===== src/rtl/repetition_encoder_tx.sv =====
// Serial repetition-code transmitter: sends each bit of a captured word LSB-first
// as REP identical chips over a valid/ready chip stream.
module repetition_encoder_tx #(
  parameter int DATA_W = 8,
  parameter int REP    = 16
) (
  input  logic              clk,
  input  logic              rst,
  input  logic [DATA_W-1:0] in_data,
  input  logic              in_valid,
  output logic              in_ready,
  output logic              tx_chip,
  output logic              tx_valid,
  input  logic              tx_ready,
  output logic              tx_last,
  output logic              busy
);

  localparam int RW = (REP > 1) ? $clog2(REP) : 1;
  localparam int BW = (DATA_W > 1) ? $clog2(DATA_W) : 1;
  localparam logic [RW-1:0] REP_LAST = RW'(REP - 1);
  localparam logic [BW-1:0] BIT_LAST = BW'(DATA_W - 1);

  typedef enum logic {IDLE, SEND} state_t;

  state_t            state, state_nx;
  logic [DATA_W-1:0] sr;
  logic [RW-1:0]     rep_cnt;
  logic [BW-1:0]     bit_cnt;
  logic              accept, xfer;

  always_ff @(posedge clk) begin
    if (rst) state <= IDLE;
    else     state <= state_nx;
  end

  // All outputs are decodes of state and registered datapath, never of in_valid.
  always_comb begin
    state_nx = state;
    in_ready = 1'b0;
    tx_valid = 1'b0;
    busy     = 1'b0;
    tx_chip  = 1'b0;
    tx_last  = 1'b0;
    accept   = 1'b0;
    xfer     = 1'b0;
    case (state)
      IDLE: begin
        in_ready = 1'b1;
        accept   = in_valid;
        if (in_valid) state_nx = SEND;
      end
      SEND: begin
        tx_valid = 1'b1;
        busy     = 1'b1;
        tx_chip  = sr[0];
        tx_last  = (bit_cnt == BIT_LAST) && (rep_cnt == REP_LAST);
        xfer     = tx_ready;
        if (tx_ready && tx_last) state_nx = IDLE;
      end
      default: state_nx = IDLE;
    endcase
  end

  always_ff @(posedge clk) begin
    if (rst) begin
      rep_cnt <= '0;
      bit_cnt <= '0;
    end else if (accept) begin
      sr      <= in_data;
      rep_cnt <= '0;
      bit_cnt <= '0;
    end else if (xfer) begin
      if (rep_cnt == REP_LAST) begin
        rep_cnt <= '0;
        sr      <= sr >> 1;
        // Clear instead of wrapping once the final bit has gone out.
        bit_cnt <= (bit_cnt == BIT_LAST) ? '0 : bit_cnt + 1'b1;
      end else begin
        rep_cnt <= rep_cnt + 1'b1;
      end
    end
  end

endmodule


===== config.mk =====
export PLATFORM = sky130hd
export DESIGN_NAME = repetition_encoder_tx
export DESIGN_NICKNAME = d
export VERILOG_FILES = /design/src/rtl/repetition_encoder_tx.sv
export SDC_FILE = /design/constraint.sdc
export NUM_CORES = 1
export LEC_CHECK = 0
export CORE_UTILIZATION = 48
export CTS_CLUSTER_DIAMETER = 120
export DETAILED_ROUTE_END_ITERATION = 7
export PLACE_DENSITY = 0.76
export SYNTH_ARGS = -nofsm -noshare
export SYNTH_HDL_FRONTEND = slang
export SYNTH_SLANG_ARGS = --single-unit

===== constraint.sdc =====
create_clock -name clk -period 1.95 [get_ports clk]
set_clock_uncertainty 0.2 [all_clocks]
set_input_delay 0.4875 -clock clk [delete_from_list [all_inputs] [get_ports clk]]
set_output_delay 0.4875 -clock clk [all_outputs]
set_load 0.01 [all_outputs]

* After elaboration in Yosys (flattened, before gate mapping)
Cells that the tools add are included.
** Word-level totals
- Bits in registers :: 16
- Output and inout port bits :: 5
- Word-level logic and storage cells :: 31
** Operators by class
- Add/sub/neg operators :: 2
- Equality and inequality tests :: 2
- Muxes and demuxes :: 14
- Bitwise operators :: 2
- Reductions and logical operators :: 7
** Operators by type and width (count)
- 2-to-1 mux 8 bit :: 3
- 2-to-1 mux 1 bit :: 8
- adder 4 x 1 -> 4 bit (second input constant) :: 1
- equality test 4 bit (second input constant) :: 1
- 2-to-1 mux 4 bit :: 1
- nonzero test 2 bit :: 2
- adder 3 x 1 -> 3 bit (second input constant) :: 1
- equality test 3 bit (second input constant) :: 1
- 2-to-1 mux 3 bit :: 1
- AND reduction 3 bit :: 1
- logical AND 1 bit :: 2
- NOT 1 bit :: 2
- case mux 1 bit (2 select lines) :: 1
- AND reduction 2 bit :: 1
- OR reduction 2 bit :: 1

* Longest topological paths before layout
Gate-level depths: netlist of run 1.
- Word-level depth :: 5
- Mapped depth :: 6
- Depth with buffers taken out :: 4

* Worst setup path after synthesis of run 1
No wires, ideal clock.
- Kind :: register to register
- Start :: reg state
- End :: reg sr[0] (enable)
- Data arrival time :: 1.301 ns
- Setup slack :: 0.078 ns
- Cell stages (with the launch flop) :: 6
- Buffers on the path :: 2
- Path through :: dfxtp_1 -> buf_6 -> and2_2 -> clkbuf_1 -> a21oi_1 -> nor2_1
** On the way
- Longest elaborated chain between the ends :: 3
** Ends and longest elaborated chain
- start, declared :: line 26 : state_t state, state_nx;
- start signal, assigned :: line 34 : else state <= state_nx;
- 2-to-1 mux 1 bit :: line 47 : case (state)
- nonzero test 2 bit (no source line)
- AND reduction 3 bit (no source line) *
- end signal, assigned :: line 70 : sr <= in_data;
- end signal, assigned :: line 76 : sr <= sr >> 1;
- end, declared :: line 27 : logic [DATA_W-1:0] sr;
Mark *: on every way between the ends. The rest lies on a longest branch, timed or not.
A chain may end at the register's enable or synchronous reset.

* Worst setup path in the final report of run 1
- Start :: reg rep_cnt[1]
- End :: out tx_last
** On the way
- Longest elaborated chain between the ends :: 3
** Ends and longest elaborated chain
- start, declared :: line 28 : logic [RW-1:0] rep_cnt;
- start signal, assigned :: line 80 : rep_cnt <= rep_cnt + 1'b1;
- equality test 4 bit :: line 57 : tx_last = (bit_cnt == BIT_LAST) && (rep_cnt == REP_LAST);
- logical AND 1 bit :: line 57
- 2-to-1 mux 1 bit :: line 47
- end, declared :: line 15 : output logic tx_last,
No other way between the ends.

==> flow_summary.yaml, run 1 <==
worst_hold_path:
  min_path_type: "reg2reg"
sta:
  relSlewSlack: 0.802
  tightest_slew_ns: 0.297
  min_period_ns: 1.94
  worst_slack_ns: 0.0127
  setup_tns_ns: 0
  rsz0062_at_grt: "yes"
  period_share: 0.994
  hold_viol: 0
  report.final.slew_viol_count: 0
  setup_violations: 0
  fmax_mhz: 516
pwr:
  pwr-share-clk: 0.286
  share_comb_of_total_power: 0.143
  total_leakage_power_uw: 0.000430
  irDropWorstVdd_mv: 0.407
  p_sw_uw: 145
  pwr-share-seq: 0.571
  switching_share: 0.225
  intPower_uw: 501
  power_density_nw_per_um2: 577
route:
  route.detailed.drc: 0
  finalWirelength_mm: 1.59
  first_pass_iters: 4
  dr.first_iter.drc_count: 5
  vias_per_cell: 5.40
  antenna_left: 0
  num_vias: 616
  wl_per_cell_microns: 13.9
setup_path:
  cp_num_buf_inv: 1
  worst_setup_path_end_kind: "output pin"
  required_ns: 1.26
  slowest_stage: "dfxtp_2"
  crit_chain: "ha_4 -> and3_4 -> and3_4 -> buf_6"
  cpPeakStageDelay_ns: 0.36
  cp_data_arrival_time_ns: 1.25
  crit_top_cell: "and3_4"
  critPathLaunchType: "flip-flop"
  crit_fanout: 2
  crit_type: "reg2out"
  path_delay_family: "simple AND/OR/NAND/NOR gates"
final_layout:
  fin_nets: 114
  layout_common_cells: "buf_4 (14), clkdlybuf4s50_1 (12), edfxtp_1 (8)"
  n_fill_cell: 103
  post-route-util: 0.735
  num_antenna_cells: 0
  drive_gt1_frac: 0.429
  area_growth_pct: 41.2
  final_common_cell: "buf_4"
  multiInputGateArea_sq_um: 390
  regArea_sq_um: 409
  final_area_sq_um: 1120
clock_tree:
  post_cts_buffers: 0
  clock_path_buffers: 2
  htree_levels: 1
  cts.clk_slew.worst_paths_ns: 0.09
  clk_latency_ns: 0.29
  cts_hold_buf: 0
  cts_buffers: 3
  cts_tree: "done"
  clock-sinks: 16
  root_buffer: "clkbuf_4"
placed_design:
  dpl.hpwl_mm: 1.15
  port_buffers: 16
  routabilityCongestion: 0.782
  dpl_cell_area_sq_um: 1030
  dp_worst_setup_slack_ns: -0.146
synth:
  yosys_warnings: 0
  synth_area_sq_um: 793
  synth_nets: 84
  ys_seq_area_frac: 0.505
  synth_cell_types: 28
  ys_ff_latch: 16
  syn_avg_cell_area_sq_um: 11.5
  synthesis.instances: 69
status:
  outcome: "finished, final reports clean"
floorplan:
  die_area_sq_um: 1820
  ios: 17
  core_sq_um: 1520
  fp.dieH_microns: 42.7
  num_rows: 14
  fp.dieW_microns: 42.7
  initial_core_util: 0.521
global_route:
  antenna_found_initial: 0
  gr-total-overflow: 0
  grt_usage: 0.208
  grt_pass1_vias: 600
  grt_max_degree: 10
  grt_pass1_wl_mm: 2.66
job:
  cap_viol_max_count: 0
per-stage QoR:
| step | hold slack (ns) | cells | power [uW] |
|---|---|---|---|
| 6_report | 0.310 | 114 | 646 |
| 5_1_grt | 0.333 | 114 | 682 |
| 4_1_cts | 0.298 | 114 | 654 |
| 3_5_place_dp | 0.281 | 110 | 470 |
| 3_3_place_gp | 0.262 | 110 | 469 |
| 2_1_floorplan | 0.250 | 69 | 426 |
Yosys cell counts (all sizes together):
master  n  area share
nand3   4       0.025
and2    3       0.027
nor3    1       0.013
nor2b   1       0.011
buf     4       0.052
ha      3       0.047
xor2    1       0.011
edfxtp  8        0.30
a211oi  1      0.0095
and3    2       0.017
o21ai   4       0.025
a21oi   7       0.049
nand4b  1       0.011
dfxtp   8        0.20
xnor2   1       0.011
or2     1      0.0079
clkbuf  1      0.0047
inv     1      0.0047
nor2    4       0.019
mux2    7       0.099
or4     1       0.014
or3     1      0.0079
nand2   4       0.028
power groups by stage:
stage	clock, uW	sequential, uW	combinational (uW)
final	185	369	92.4
after CTS	191	370	93.6
after global routing	212	371	99.2
after detailed placement	0	377	93.6
after floorplan	0	376	50.2
after global placement	0	376	92.4
layer usage:
layer | GRT usage | vias to the layer above | wire length (microns)
met5 | 0 | - | 0
met4 | 0.131 | 0 | 42
met3 | 0.0638 | 5 | 53
met2 | 0.321 | 11 | 806
met1 | 0.249 | 295 | 684
li1 | - | 305 | -
worst paths after layout:
| path | startpoint | end | slack, ns | cells after the start |
|---|---|---|---|---|
| min | bit_cnt[1]$_SDFFE_PP0P_ | bit_cnt[1]$_SDFFE_PP0P_ | 0.31 | 2 |
| max reg2reg | bit_cnt[0]$_SDFFE_PP0P_ | bit_cnt[0]$_SDFFE_PP0P_ | 0.28 | 5 |
| min reg2reg | bit_cnt[1]$_SDFFE_PP0P_ | bit_cnt[1]$_SDFFE_PP0P_ | 0.31 | 2 |
| max | rep_cnt[1]$_SDFFE_PP0P_ | tx_last | 0.01 | 4 |
flip-flops by register name (all words and copies together), names as in the netlist:
| name | count |
|---|---|
| sr | 8 |
| bit_cnt | 3 |
| rep_cnt | 4 |
| state | 1 |
cell type report:
| type | instances | share of cell area |
|---|---|---|
| Clock buffer | 4 | 0.0235 |
| Inverter | 1 | 0.00335 |
| Multi-Input combinational cell | 47 | 0.349 |
| Sequential cell | 16 | 0.365 |
| Tap cell | 16 | 0.0179 |
| Timing Repair Buffer | 30 | 0.241 |
cell families after synthesis:
| kind of cell | after synthesis | synth area share |
|---|---|---|
| muxes | 7 | 0.0994 |
| xor gates and xnor gates | 2 | 0.0221 |
| buffers and inverters | 6 | 0.0615 |
| DFF | 16 | 0.505 |
| and+or+nand+nor | 23 | 0.181 |
| adders and majority gates | 3 | 0.0473 |
| AOI/OAI and AO/OA | 12 | 0.0836 |
what timing repair did:
item / in CTS / in global routing
endpoints found under the setup margin: 4 / 3
pin swaps: 0 / 2
gates resized for setup: 17 / 5
worst reg2reg max path, cell delays in order (launching register included):
cell	delay, ns
dfxtp_2	0.35
ha_4	0.16
ha_4	0.15
buf_4	0.13
or4_4	0.51
a21oi_2	0.12
Power figures use the tool's default switching activity.
==> run 2, diff against run 1 <==
--- a/config.mk
+++ b/config.mk
@@ -5,6 +5,7 @@
 export SDC_FILE = /design/constraint.sdc
 export NUM_CORES = 1
 export LEC_CHECK = 0
+export CORE_MARGIN = 1.5
 export CORE_UTILIZATION = 48
 export CTS_CLUSTER_DIAMETER = 120
 export DETAILED_ROUTE_END_ITERATION = 7
==> flow_summary.yaml, run 2 (synthesis results as in run 1) <==
status:
  outcome: "complete, but fails checks"
  violations: "setup timing"
clock_tree:
  clock_path_buffers: 2
  cts_buffers: 3
  cts_hold_buf: 0
  cts.clk_slew.worst_paths_ns: 0.09
  root_buffer: "clkbuf_4"
  clock-sinks: 16
  htree_levels: 1
  clk_latency_ns: 0.29
  cts_tree: "done"
job:
  cap_viol_max_count: 0
route:
  finalWirelength_mm: 1.73
  route.detailed.drc: 0
  num_vias: 628
  dr.first_iter.drc_count: 5
  wl_per_cell_microns: 15.1
  first_pass_iters: 4
  antenna_left: 0
  vias_per_cell: 5.46
pwr:
  switching_share: 0.230
  pwr-share-seq: 0.568
  pwr-share-clk: 0.288
  intPower_uw: 500
  total_leakage_power_uw: 0.000448
  share_comb_of_total_power: 0.144
  power_density_nw_per_um2: 574
  p_sw_uw: 149
  irDropWorstVdd_mv: 0.396
final_layout:
  regArea_sq_um: 412
  num_antenna_cells: 0
  fin_nets: 115
  largest-register: "sr"
  multiInputGateArea_sq_um: 390
  drive_gt1_frac: 0.434
  final_common_cell: "buf_4"
  n_fill_cell: 105
  layout_common_cells: "buf_4 (15), clkdlybuf4s50_1 (11), edfxtp_1 (8)"
  reg.largest.list: "sr x8, rep_cnt x4, bit_cnt x3"
  largest_reg_flops: 8
  area_growth_pct: 42.7
  finalNonFillerCells: 115
floorplan:
  num_rows: 14
  fp.dieH_microns: 43.7
  core_sq_um: 1520
  die_area_sq_um: 1910
  initial_core_util: 0.521
  ios: 17
  fp.dieW_microns: 43.7
placed_design:
  place_inst: 110
  port_buffers: 16
  routabilityCongestion: 0.776
  dp_worst_setup_slack_ns: -0.143
  dpl.hpwl_mm: 1.23
global_route:
  antenna_found_initial: 0
  gr-total-overflow: 0
  grtUsageMet1: 0.250
  gr-usage-met3: 0.0375
  grt_pass1_vias: 655
  grt_pass1_wl_mm: 2.90
  grt-busiest-layer: "met2"
  grt_max_degree: 10
  grt_usage: 0.220
  grtUsageMet2: 0.376
setup_path:
  required_ns: 1.26
  r2r_slack_ns: 0.20
  crit_fanout: 2
  worst_setup_path_end_kind: "output pin"
  crit_type: "reg2out"
  reg2reg_depth: 7
  cp_data_arrival_time_ns: 1.27
  critPathLaunchType: "flip-flop"
sta:
  hold_viol: 0
  report.final.slew_viol_count: 0
  relSlewSlack: 0.778
  fmax_mhz: 510
  min_period_ns: 1.96
  worst_slack_ns: -0.00921
  period_share: 1.00
  setup_violations: 1
  tightest_slew_ns: 0.333
  rsz0062_at_grt: "yes"
worst_hold_path:
  whs_path_depth: 2
  min_path_type: "reg2reg"
[run 2: through the flow]
step | power [uW] | hold slack (ns) | util | area (sq um) | setup TNS (ns)
finish | 650 | 0.304 | 0.743 | 1130 | -0.00921
global route | 678 | 0.344 | 0.743 | 1130 | -0.0316
CTS | 660 | 0.293 | 0.718 | 1090 | 0
detailed placement | 472 | 0.275 | 0.678 | 1030 | -1.72
global placement | 469 | 0.263 | 0.678 | 1030 | -1.44
floorplan | 426 | 0.250 | - | 793 | 0
[run 2: final cells by class]
| class | count | area share |
|---|---|---|
| repair buffers | 31 | 0.248 |
| flip-flops and latches | 16 | 0.364 |
| well taps | 16 | 0.0177 |
| clock buffers | 4 | 0.0232 |
| inverters | 1 | 0.00331 |
| multi-input cells | 47 | 0.345 |
[run 2: repair_timing]
| item | CTS | global route |
|---|---|---|
| gates resized for setup | 17 | 7 |
| buffers inserted | 0 | 1 |
| endpoints found under the setup margin | 4 | 4 |
| pin swaps | 0 | 2 |
[run 2: metal layers]
metal  part of all wire  vias to the layer above
li1                   -                      309
met1               0.39                      297
met2               0.54                       17
met3              0.047                        5
met4              0.025                        0
met5                  0                        -
[run 2: power by group through the flow]
stage                     combinational (uW)  clock [uW]  sequential (uW)
after CTS                               95.0         195              370
after floorplan                         50.2           0              376
final                                   93.3         187              369
after global placement                  92.5           0              376
after global routing                     101         206              370
after detailed placement                94.9           0              377
[run 2: worst paths after layout]
kind | to | from
setup reg to reg | sr[5]$_DFFE_PP_ | rep_cnt[0]$_SDFFE_PP0P_
hold reg to reg | bit_cnt[1]$_SDFFE_PP0P_ | bit_cnt[1]$_SDFFE_PP0P_
setup / recovery | tx_last | rep_cnt[0]$_SDFFE_PP0P_
hold / removal | bit_cnt[1]$_SDFFE_PP0P_ | bit_cnt[1]$_SDFFE_PP0P_
[run 2: worst max-delay path, cell delays in order, from the launching register on]
cell and delay, ns:
dfxtp_4 0.37, ha_4 0.15, and3_4 0.18, and3_4 0.17, buf_6 0.11
